===== src/rtl/approx_mac_pkg.sv =====
// Shared types and default widths for the approximate-multiplier dot-product accumulator.
package approx_mac_pkg;

  localparam int PROD_W_DEF = 32;
  localparam int ACC_W_DEF  = 40;
  localparam int LEN_W_DEF  = 8;

  typedef enum logic [1:0] {
    IDLE = 2'd0,
    ACC  = 2'd1,
    HOLD = 2'd2
  } state_e;

endpackage


===== src/rtl/approx_mult_dot_accumulator_if.sv =====
// Product-in / sum-out handshake bundle. The producer/consumer side uses master, the accumulator uses slave.
interface approx_mult_dot_accumulator_if #(
  parameter int PROD_W = approx_mac_pkg::PROD_W_DEF,
  parameter int ACC_W  = approx_mac_pkg::ACC_W_DEF,
  parameter int LEN_W  = approx_mac_pkg::LEN_W_DEF
) ();

  logic [LEN_W-1:0]  cfg_len;
  logic              in_valid;
  logic              in_ready;
  logic [PROD_W-1:0] in_prod;
  logic              out_valid;
  logic              out_ready;
  logic [ACC_W-1:0]  out_sum;
  logic              out_ovf;
  logic              busy;

  modport master (
    output cfg_len, in_valid, in_prod, out_ready,
    input  in_ready, out_valid, out_sum, out_ovf, busy
  );

  modport slave (
    input  cfg_len, in_valid, in_prod, out_ready,
    output in_ready, out_valid, out_sum, out_ovf, busy
  );

endinterface


===== src/rtl/approx_mult_dot_accumulator_acc_sat_add.sv =====
// Combinational ACC_W-bit unsigned add with carry-out; clamps to all-ones on carry
// when APPROX_MAC_SATURATE_EN is defined, otherwise wraps.
module acc_sat_add #(
  parameter int ACC_W = approx_mac_pkg::ACC_W_DEF
) (
  input  logic [ACC_W-1:0] a,
  input  logic [ACC_W-1:0] b,
  output logic [ACC_W-1:0] sum,
  output logic             carry
);

  logic [ACC_W:0] raw;

  always_comb begin
    raw   = {1'b0, a} + {1'b0, b};
    carry = raw[ACC_W];
`ifdef APPROX_MAC_SATURATE_EN
    sum   = carry ? {ACC_W{1'b1}} : raw[ACC_W-1:0];
`else
    sum   = raw[ACC_W-1:0];
`endif
  end

endmodule


===== src/rtl/approx_mult_dot_accumulator.sv =====
// Groups cfg_len unsigned products into one sum with valid/ready on both sides.
// Overflow handling selected by APPROX_MAC_SATURATE_EN (saturate + sticky flag) or wrap when undefined.
module approx_mult_dot_accumulator
  import approx_mac_pkg::*;
#(
  parameter int PROD_W = PROD_W_DEF,
  parameter int ACC_W  = ACC_W_DEF,
  parameter int LEN_W  = LEN_W_DEF
) (
  input  logic                          clk,
  input  logic                          rst,
  approx_mult_dot_accumulator_if.slave  bus
);

  state_e           state_q, state_d;
  logic [ACC_W-1:0] acc_q, acc_d;
  logic [LEN_W-1:0] cnt_q, cnt_d;
  logic [LEN_W-1:0] len_q, len_d;
  logic [ACC_W-1:0] prod_ext;
  logic [ACC_W-1:0] add_sum;
  logic [LEN_W-1:0] cnt_inc;

`ifdef APPROX_MAC_SATURATE_EN
  logic ovf_q, ovf_d;
  logic add_carry;
`else
  logic add_carry_unused;
`endif

  assign prod_ext = ACC_W'(bus.in_prod);
  assign cnt_inc  = cnt_q + LEN_W'(1);

  acc_sat_add #(.ACC_W(ACC_W)) u_add (
    .a     (acc_q),
    .b     (prod_ext),
    .sum   (add_sum),
`ifdef APPROX_MAC_SATURATE_EN
    .carry (add_carry)
`else
    .carry (add_carry_unused)
`endif
  );

  always_comb begin
    state_d = state_q;
    acc_d   = acc_q;
    cnt_d   = cnt_q;
    len_d   = len_q;
`ifdef APPROX_MAC_SATURATE_EN
    ovf_d   = ovf_q;
`endif
    case (state_q)
      IDLE: begin
        if (bus.in_valid) begin
          acc_d   = prod_ext;
          cnt_d   = LEN_W'(1);
          // A zero length would never terminate, so it runs as a single-beat group.
          len_d   = (bus.cfg_len == '0) ? LEN_W'(1) : bus.cfg_len;
`ifdef APPROX_MAC_SATURATE_EN
          ovf_d   = 1'b0;
`endif
          state_d = (len_d == LEN_W'(1)) ? HOLD : ACC;
        end
      end
      ACC: begin
        if (bus.in_valid) begin
          acc_d = add_sum;
          cnt_d = cnt_inc;
`ifdef APPROX_MAC_SATURATE_EN
          ovf_d = ovf_q | add_carry;
`endif
          if (cnt_inc == len_q) state_d = HOLD;
        end
      end
      HOLD: begin
        if (bus.out_ready) state_d = IDLE;
      end
      default: state_d = IDLE;
    endcase
  end

  always_ff @(posedge clk or posedge rst) begin
    if (rst) begin
      state_q <= IDLE;
      acc_q   <= '0;
      cnt_q   <= '0;
      len_q   <= '0;
`ifdef APPROX_MAC_SATURATE_EN
      ovf_q   <= 1'b0;
`endif
    end else begin
      state_q <= state_d;
      acc_q   <= acc_d;
      cnt_q   <= cnt_d;
      len_q   <= len_d;
`ifdef APPROX_MAC_SATURATE_EN
      ovf_q   <= ovf_d;
`endif
    end
  end

  // Handshake outputs depend only on registered state (plus reset masking of in_ready).
  assign bus.in_ready  = !rst && (state_q != HOLD);
  assign bus.out_valid = (state_q == HOLD);
  assign bus.out_sum   = acc_q;
  assign bus.busy      = (state_q != IDLE);
`ifdef APPROX_MAC_SATURATE_EN
  assign bus.out_ovf   = ovf_q;
`else
  assign bus.out_ovf   = 1'b0;
`endif

endmodule


===== src/flat_wrapper.sv =====
// flat-port wrapper written by rule: the top's interface ports become plain ports
module approx_mult_dot_accumulator_flat import approx_mac_pkg::*;
#(
  parameter int PROD_W = PROD_W_DEF,
  parameter int ACC_W  = ACC_W_DEF,
  parameter int LEN_W  = LEN_W_DEF
)
  (clk, rst, bus_cfg_len, bus_in_valid, bus_in_prod, bus_out_ready, bus_in_ready, bus_out_valid, bus_out_sum, bus_out_ovf, bus_busy);
  approx_mult_dot_accumulator_if #(.PROD_W(PROD_W), .ACC_W(ACC_W), .LEN_W(LEN_W)) bus_i ();
  input  logic clk;
  input  logic rst;
  input wire logic [$bits(bus_i.cfg_len)-1:0] bus_cfg_len;
  input wire logic [$bits(bus_i.in_valid)-1:0] bus_in_valid;
  input wire logic [$bits(bus_i.in_prod)-1:0] bus_in_prod;
  input wire logic [$bits(bus_i.out_ready)-1:0] bus_out_ready;
  output wire logic [$bits(bus_i.in_ready)-1:0] bus_in_ready;
  output wire logic [$bits(bus_i.out_valid)-1:0] bus_out_valid;
  output wire logic [$bits(bus_i.out_sum)-1:0] bus_out_sum;
  output wire logic [$bits(bus_i.out_ovf)-1:0] bus_out_ovf;
  output wire logic [$bits(bus_i.busy)-1:0] bus_busy;
  assign bus_i.cfg_len = bus_cfg_len;
  assign bus_i.in_valid = bus_in_valid;
  assign bus_i.in_prod = bus_in_prod;
  assign bus_i.out_ready = bus_out_ready;
  assign bus_in_ready = bus_i.in_ready;
  assign bus_out_valid = bus_i.out_valid;
  assign bus_out_sum = bus_i.out_sum;
  assign bus_out_ovf = bus_i.out_ovf;
  assign bus_busy = bus_i.busy;
  approx_mult_dot_accumulator #(.PROD_W(PROD_W), .ACC_W(ACC_W), .LEN_W(LEN_W)) u_core (.clk(clk), .rst(rst), .bus(bus_i));
endmodule

===== config.mk =====
export PLATFORM = sky130hd
export DESIGN_NAME = approx_mult_dot_accumulator_flat
export DESIGN_NICKNAME = d
export VERILOG_FILES = /design/src/rtl/approx_mac_pkg.sv /design/src/rtl/approx_mult_dot_accumulator_if.sv /design/src/rtl/approx_mult_dot_accumulator_acc_sat_add.sv /design/src/rtl/approx_mult_dot_accumulator.sv /design/src/flat_wrapper.sv
export SDC_FILE = /design/constraint.sdc
export NUM_CORES = 1
export LEC_CHECK = 0
export BUFFER_PORTS_ARGS = -buffer_cell sky130_fd_sc_hd__buf_2
export CORE_MARGIN = 5
export CORE_UTILIZATION = 30
export DETAILED_ROUTE_END_ITERATION = 16
export GPL_ROUTABILITY_DRIVEN = 0
export PLACE_DENSITY = 0.53
export SETUP_SLACK_MARGIN = 0.5
export SYNTH_ARGS = -nofsm -noshare
export SYNTH_HDL_FRONTEND = slang
export SYNTH_SLANG_ARGS = --single-unit

===== constraint.sdc =====
create_clock -name clk -period 2.95 [get_ports clk]
set_input_delay 0.59 -clock clk [delete_from_list [all_inputs] [get_ports clk]]
set_output_delay 0.59 -clock clk [all_outputs]
set_load 0.1 [all_outputs]

Word-level counts from Yosys, hierarchy flattened --
Cells that the tools add are included.
Word-level totals: flip-flop bits (word level) 58, logic and storage cells 37, bits in writable memories 0, bits in read-only memories 0, memories 0, output and inout port bits 44, bits in latches 0
Cells by class: div/mod/pow operators 0, multiply operators 0, bitwise gates (word level) 0, $lt $le $gt $ge 0, multiplexer cells 13, reduce and logical (&&, ||, !) cells 9, shifts and indexed selects 0, eq/ne operators 9, add/sub/neg operators 2
Operators with widths (count):
- 2-to-1 mux 40 bit | 2
- case mux 40 bit (2 select lines) | 1
- adder 40 x 32 -> 40 bit | 1
- 2-to-1 mux 8 bit | 3
- case mux 8 bit (2 select lines) | 1
- 2-to-1 mux 2 bit | 5
- adder 8 x 1 -> 8 bit (second input constant) | 1
- == test 8 x 1 -> 1 bit (second input constant) | 1
- == test 8 bit | 1
- logical NOT 8 bit | 1
- != test 2 bit (second input constant) | 4
- case mux 2 bit (3 select lines) | 1
- AND reduction 4 bit | 1
- nonzero test 2 bit | 2
- AND reduction 3 bit | 1
- == test 2 x 1 -> 1 bit (second input constant) | 1
- == test 2 bit (second input constant) | 1
- logical NOT 2 bit | 1
- != test 2 x 1 -> 1 bit (second input constant) | 1
- AND reduction 2 bit | 1
- logical AND 1 bit | 1
- logical NOT 1 bit | 1

Depth between registers and ports, before layout --
Gate-level depths: netlist of the first run.
word-level depth 6, depth in mapped cells 12

Modules after synthesis --
A second synthesis of the first run with hierarchy kept.
Second synthesis, totals: cell total of the unflattened synthesis 595, area, all modules 5019.8 um^2
Modules (own cells, without submodules):
- approx_mult_dot_accumulator | instances 1, sequential area each 1451.4 um^2, area an instance 2805.2 um^2, cells each 287
- acc_sat_add | instances 1, sequential area each 0.0 um^2, area an instance 2214.6 um^2, cells each 308

Least setup slack after synthesis of the first run --
Ideal clock, no wire load.
path kind flip-flop to output port, start register u_core.state_q[0], end output port bus_in_ready, slack -0.798 ns, path buffers 2, data arrival time 3.158 ns, cell stages (with the launch flop) 5, required time 2.360 ns, path through dfrtp_1 > clkbuf_1 > clkbuf_1 > nor2b_1 > nor2_1
Between the ends: longest elaborated chain between the ends 2
RTL lines:
- from (decl) | RTL line approx_mult_dot_accumulator.sv:15 | state_e state_q, state_d;
- from (signal assigned) | RTL line approx_mult_dot_accumulator.sv:92 | state_q <= state_d;
- != test 2 bit | RTL line approx_mult_dot_accumulator.sv:103 | assign bus.in_ready = !rst && (state_q != HOLD);
- logical AND 1 bit | RTL line approx_mult_dot_accumulator.sv:103
- to (decl) | RTL line flat_wrapper.sv:16 | output wire logic [$bits(bus_i.in_ready)-1:0] bus_in_ready;
Every way passes these cells.

Worst setup path after layout of the first run --
start input port bus_in_prod[0], end register u_core.acc_q[34], in the netlist u_core.bus.out_sum[34]
Between the ends: longest elaborated chain between the ends 3
RTL lines:
- from (decl) | RTL line flat_wrapper.sv:14 | input wire logic [$bits(bus_i.in_prod)-1:0] bus_in_prod;
- adder 40 x 32 -> 40 bit | RTL line approx_mult_dot_accumulator_acc_sat_add.sv:15 | raw = {1'b0, a} + {1'b0, b};
- 2-to-1 mux 40 bit | RTL line approx_mult_dot_accumulator.sv:66 | if (bus.in_valid) begin
- case mux 40 bit (2 select lines) | RTL line approx_mult_dot_accumulator.sv:52 | case (state_q)
- to (signal assigned) | RTL line approx_mult_dot_accumulator.sv:85 | acc_q <= '0;
- to (signal assigned) | RTL line approx_mult_dot_accumulator.sv:93 | acc_q <= acc_d;
- to (decl) | RTL line approx_mult_dot_accumulator.sv:16 | logic [ACC_W-1:0] acc_q, acc_d;
Every way passes these cells. The select of a mux whose other input is x is not followed. A chain may end at the register's enable or synchronous reset.

==> results of run 1 <==
-- per-stage QoR --
| step | setup slack [ns] | cells | hold slack, ns | util, % | TNS [ns] |
|---|---|---|---|---|---|
| after floorplan | -0.263 | 570 | 0.489 | - | -0.901 |
| after global placement | -0.358 | 853 | 0.488 | 37.3 | -1.84 |
| after detailed placement | -0.431 | 853 | 0.494 | 37.3 | -2.28 |
| after CTS | -0.0144 | 878 | 0.329 | 40.6 | -0.0250 |
| after global routing | -0.103 | 882 | 0.342 | 41.5 | -0.262 |
| final | 0.0156 | 882 | 0.316 | 41.5 | 0 |
-- state kept, by name, indices dropped and copies added (netlist names) --
name                count
u_core.bus.out_sum     40
u_core.cnt_q            8
u_core.len_q            8
u_core.state_q          2
-- cell usage in the layout (no fill, tap or decap), drive strengths merged, types with 3 or more instances in the layout --
master and count:
buf 137, a21oi 65, nand2 64, dfrtp 58, o21ai 50, nor2 38
ha 33, nand3 23, inv 21, xnor2 20, nor3 17, xor2 16
a21o 14, clkbuf 12, mux2i 11, and3 10, nand4 8, or4 8
mux2 7, o211ai 7, o21a 7, o31ai 7, or3 6, a31oi 5
a211o 4, o21bai 3, a31o 3, a2111oi 3, nor4 3, nor2b 3
nand2b 3
-- layout make-up --
cell class | instances | area [um2]
well taps | 188 | 235
multi-input cells | 462 | 3370
fillers | 1549 | 8900
inverters | 21 | 78.8
clock inverters | 4 | 50.0
flip-flops and latches | 58 | 1480
repair buffers | 137 | 830
clock buffers | 12 | 256
-- cells by family after synthesis --
group | after synthesis | share of synthesized area, %
compound gates | 183 | 25.2
other cells | 1 | 0.0804
flops | 58 | 31.1
mux | 18 | 4.05
fa+ha+maj | 34 | 9.29
simple gates | 190 | 19.4
buf+inv | 50 | 4.16
xor+xnor | 36 | 6.76
-- repair_timing --
| action | 4_1_cts | 5_1_grt |
|---|---|---|
| hold buffers | 0 | 0 |
| resized for setup | 29 | 19 |
| setup buffers | 9 | 4 |
| endpoints found under the setup margin | 26 | 29 |
| pin swaps | 20 | 8 |
-- worst reg2reg max path, stage by stage (launching register included) --
cell	delay (ns)
dfrtp_2	0.37
ha_4	0.13
inv_2	0.03
fa_2	0.33
and2b_2	0.26
o2111ai_4	0.13
a2111oi_4	0.42
o21ai_2	0.13
a21oi_2	0.18
a31oi_2	0.13
o21a_2	0.27
or4_1	0.40
nand3_1	0.08
-- worst paths after layout --
kind	startpoint	end	slack (ns)	cells past startpoint
max	bus_in_prod[0]	u_core.bus.out_sum[34]	0.02	13
min	rst	u_core.bus.out_sum[8]	0.32	2
max reg2reg	u_core.bus.out_sum[0]	u_core.bus.out_sum[34]	0.02	12
min reg2reg	u_core.bus.out_sum[23]	u_core.bus.out_sum[23]	0.50	2
max in group asynchronous	rst	u_core.bus.out_sum[20]	2.01	3
min in group clk	u_core.bus.out_sum[23]	u_core.bus.out_sum[23]	0.50	2
-- metal layers --
metal	track usage, %	vias up
li1	-	2307
met1	19.4	2201
met2	27.3	86
met3	4.84	7
met4	3.51	0
met5	0	-
==> impl_metrics.json, run 1 <==
{
  "maxCapViolCount": 0,
  "clockBufferDepth": 2,
  "portBuffers": 86,
  "die-area_um2": 18100,
  "drtAntennaViolNets": 0,
  "critical_path.top_delay_family": "compound AO/OA/AOI/OAI gates",
  "grt_pass1_wl_um": 23300,
  "ys_seq_elements": 58,
  "synth_cell_type_count": 56,
  "synth_area_um2": 4660,
  "synth_cells": 570,
  "period_share_pct": 99.5,
  "synth_flop_cell": "dfrtp_1",
  "ys_async_sr_fraction_pct": 100,
  "synth_area_leaders": "dfrtp_1 (31%), ha_1 (8.9%), a21oi_1 (6.7%)",
  "grt_pass1_vias": 4690,
  "vias": 4601,
  "syn_area_per_cell_um2": 8.18,
  "rows": 45,
  "core_um2": 15200,
  "fp.dieW_um": 135,
  "setup_viol": 0,
  "dp_hpwl_um": 10200,
  "wl_met1_um": 6460,
  "hold_viol_final": 0,
  "clock_sinks": 58,
  "synthTopCellsByCount": "nand2_1 (64), a21oi_1 (62), dfrtp_1 (58)",
  "start_util_pct": 30.7,
  "slowest_stage": "a2111oi_4",
  "cp_max_fo": 6,
  "slew_headroom_pct": 55.5,
  "path_clk_slew_ns": 0.06,
  "antenna_found_initial": 0,
  "syn_to_final_growth_pct": 35.2,
  "post_drt_wl_per_cell_um": 16.1,
  "yosysSeqAreaShare_pct": 31.1,
  "design_area_um2": 6300,
  "synthMostInstantiatedCell": "nand2_1",
  "grt_max_degree": 62,
  "antenna_cells": 0,
  "grt.total_usage_pct": 15.8,
  "crit_buf_inv": 2,
  "yosys.area.top_type": "dfrtp_1",
  "cts_buffers": 9,
  "synth-edff-count": 0,
  "dr.pass1.iters": 4,
  "cts_tree": "done",
  "layout-drive-gt1-share_pct": 35.6,
  "crit_path_start_kind": "primary input",
  "grt-ovfl-total": 0,
  "tightest_slew_ns": 0.665,
  "yosysWarnings": 0,
  "required_ns": 3.22,
  "drv_slew": 0,
  "clock-root-buffer": "clkbuf_16",
  "vias_per_cell": 5.22,
  "post-route-drc-count": 0,
  "crit_path_end_kind": "flip-flop",
  "path_class": "in2reg",
  "drt_iter0_drc": 225,
  "hp-class": "in2async",
  "crit_chain": "buf_2, ha_4, inv_2, fa_2, and2b_2, o2111ai_4, a2111oi_4, o21ai_2, a21oi_2, a31oi_2, o21a_2, or4_1, nand3_1",
  "status": "complete, no violations",
  "max_stage_delay_ns": 0.42,
  "clock_latency_ns": 0.34,
  "syn_nets": 648,
  "post_dp_cell_area_um2": 5670,
  "top_layer_used": "met4",
  "fin_skew_ns": 0.00688,
  "wirelength_um": 14200,
  "ios": 88,
  "min_period_ns": 2.93,
  "fmax_mhz": 341,
  "nets": 767,
  "rsz0062_at_grt": "yes",
  "arrival_ns": 3.20,
  "wl_met2_um": 7030,
  "die_h_um": 135,
  "wl_met3_um": 585,
  "synth_top_area_share_pct": 31.1,
  "htree_levels": 3
}
Power of run 1 is not shown: default switching activity piles up to over one toggle a cycle in this logic, so the estimate is an artifact.
==> run 2: changes to the inputs <==
--- a/config.mk
+++ b/config.mk
@@ -6,11 +6,13 @@
 export NUM_CORES = 1
 export LEC_CHECK = 0
 export BUFFER_PORTS_ARGS = -buffer_cell sky130_fd_sc_hd__buf_2
+export CELL_PAD_IN_SITES_DETAIL_PLACEMENT = 1
+export CELL_PAD_IN_SITES_GLOBAL_PLACEMENT = 2
 export CORE_MARGIN = 5
 export CORE_UTILIZATION = 30
 export DETAILED_ROUTE_END_ITERATION = 16
 export GPL_ROUTABILITY_DRIVEN = 0
-export PLACE_DENSITY = 0.53
+export PLACE_DENSITY = 0.8
 export SETUP_SLACK_MARGIN = 0.5
 export SYNTH_ARGS = -nofsm -noshare
 export SYNTH_HDL_FRONTEND = slang
==> run 2 against run 1 <==
  * The flow now finishes with violations (negative setup slack)
  * Flip-flop and latch count did not move
  * Clock skew down 0.00054 ns
  * Non-clock buffer count up 15
  * Routed wire length increased by 18%
  * Worst setup slack worse by 0.041 ns
  * Final cell count rose by 1.7%
  * Critical path depth decreased by 1
  * Die area did not move
  * Register-to-register slack lost 0.04 ns
  * Hold slack worse by 0.0049 ns
  * Critical path type is now reg2reg
  * Largest cell class unchanged
==> impl_metrics.json, run 2 (synthesis gave the netlist of run 1 again) <==
{
  "drv_slew": 0,
  "post_drt_wl_per_cell_um": 18.6,
  "ios": 88,
  "crit_chain": "ha_4, inv_2, fa_2, and2b_2, o2111ai_4, a2111oi_4, o21ai_2, a21oi_2, a31oi_2, o21a_2, or4_1, nand3_2",
  "dp_hpwl_um": 11900,
  "antenna_cells": 0,
  "drt_iter0_drc": 221,
  "clock-root-buffer": "clkbuf_16",
  "min_period_ns": 2.98,
  "start_util_pct": 30.7,
  "dr.pass1.iters": 4,
  "fp.dieW_um": 135,
  "largest_reg_flops": 40,
  "slowest_stage": "or4_1",
  "cp_max_fo": 5,
  "ff2ff_setup_slack_ns": -0.03,
  "final_common_cell": "buf_2",
  "clock_latency_ns": 0.34,
  "rows": 45,
  "dp.cells": 853,
  "vias_per_cell": 5.41,
  "htree_levels": 3,
  "grt-ovfl-total": 0,
  "clock_sinks": 58,
  "final_cells": 897,
  "layout-drive-gt1-share_pct": 39.5,
  "crit_buf_inv": 1,
  "tightest_slew_ns": 0.701,
  "status": "finished with violations",
  "grt_pass1_wl_um": 27400,
  "maxCapViolCount": 0,
  "fin_ws_ns": -0.0254,
  "rsz0062_at_grt": "yes",
  "grt_pass1_vias": 5333,
  "crit_path_start_kind": "flip-flop",
  "core_um2": 15200,
  "portBuffers": 86,
  "critical_path.top_delay_family": "compound AO/OA/AOI/OAI gates",
  "antenna_found_initial": 0,
  "path_clk_slew_ns": 0.06,
  "layout_common_cells": "buf_2 (86), nand2_1 (63), a21oi_1 (52), buf_4 (52), nor2_1 (36)",
  "die-area_um2": 18100,
  "wirelength_um": 16700,
  "drtAntennaViolNets": 0,
  "max_stage_delay_ns": 0.42,
  "grt_max_degree": 62,
  "cts_hold_buf": 0,
  "dpl_worst_slack_ns": -0.451,
  "nets": 782,
  "failed_checks": "negative setup slack",
  "slew_headroom_pct": 53.1,
  "path_class": "reg2reg",
  "required_ns": 3.23,
  "cts_buffers": 9,
  "grt.total_usage_pct": 18.5,
  "clockBufferDepth": 2,
  "period_share_pct": 101,
  "fmax_mhz": 336,
  "arrival_ns": 3.25,
  "hold_viol_final": 0,
  "vias": 4854,
  "crit_path_end_kind": "flip-flop",
  "cts_tree": "done",
  "syn_to_final_growth_pct": 42.5,
  "fin_skew_ns": 0.00634,
  "post-route-drc-count": 0,
  "die_h_um": 135,
  "setup_viol": 2,
  "hp-class": "in2async"
}
[run 2: cell count changes in the layout (fill, tap and decap cells not counted), sizes merged]
cell and change:
buf +15, bufinv +1, clkinvlp -1
[run 2: stage by stage]
| step | cell area (um2) | setup TNS [ns] | hold WS [ns] | util, % |
|---|---|---|---|---|
| 2_1_floorplan | 4840 | -0.901 | 0.489 | - |
| 3_3_place_gp | 5670 | -1.86 | 0.491 | 37.3 |
| 3_5_place_dp | 5670 | -2.83 | 0.496 | 37.3 |
| 4_1_cts | 6400 | 0 | 0.338 | 42.1 |
| 5_1_grt | 6650 | -0.344 | 0.367 | 43.7 |
| 6_report | 6650 | -0.0338 | 0.311 | 43.7 |
[run 2: per-layer routing]
layer | global-route usage [%] | vias up | part of all wire [%]
met5 | 0 | - | 0
met4 | 5.43 | 0 | 1.7
met3 | 2.91 | 24 | 3.2
met2 | 32.6 | 89 | 51
met1 | 23.4 | 2402 | 44
li1 | - | 2339 | -
[run 2: layout make-up]
| type | instances | area (um2) |
|---|---|---|
| fill | 1780 | 8560 |
| multi-input combinational | 462 | 3520 |
| sequential | 58 | 1480 |
| timing repair buffer | 152 | 987 |
| clock buffer | 12 | 267 |
| tap | 188 | 235 |
| inverter | 21 | 78.8 |
| clock inverter | 4 | 72.6 |
[run 2: path summary, 6_finish.rpt]
check                                  startpoint                      to  cells past startpoint
max                         u_core.bus.out_sum[0]  u_core.bus.out_sum[34]                     12
min                                           rst   u_core.bus.out_sum[6]                      2
max reg2reg                 u_core.bus.out_sum[0]  u_core.bus.out_sum[34]                     12
min reg2reg                u_core.bus.out_sum[15]  u_core.bus.out_sum[15]                      2
max in group asynchronous                     rst  u_core.bus.out_sum[20]                      3
min in group clk           u_core.bus.out_sum[15]  u_core.bus.out_sum[15]                      2
[run 2: repair_timing]
action / CTS / global route
buffers inserted: 22 / 6
pin swaps: 27 / 29
gates cloned: 0 / 0
endpoints found under the setup margin: 27 / 29
gates resized for setup: 41 / 44
Power of run 2 is left out for the same reason.
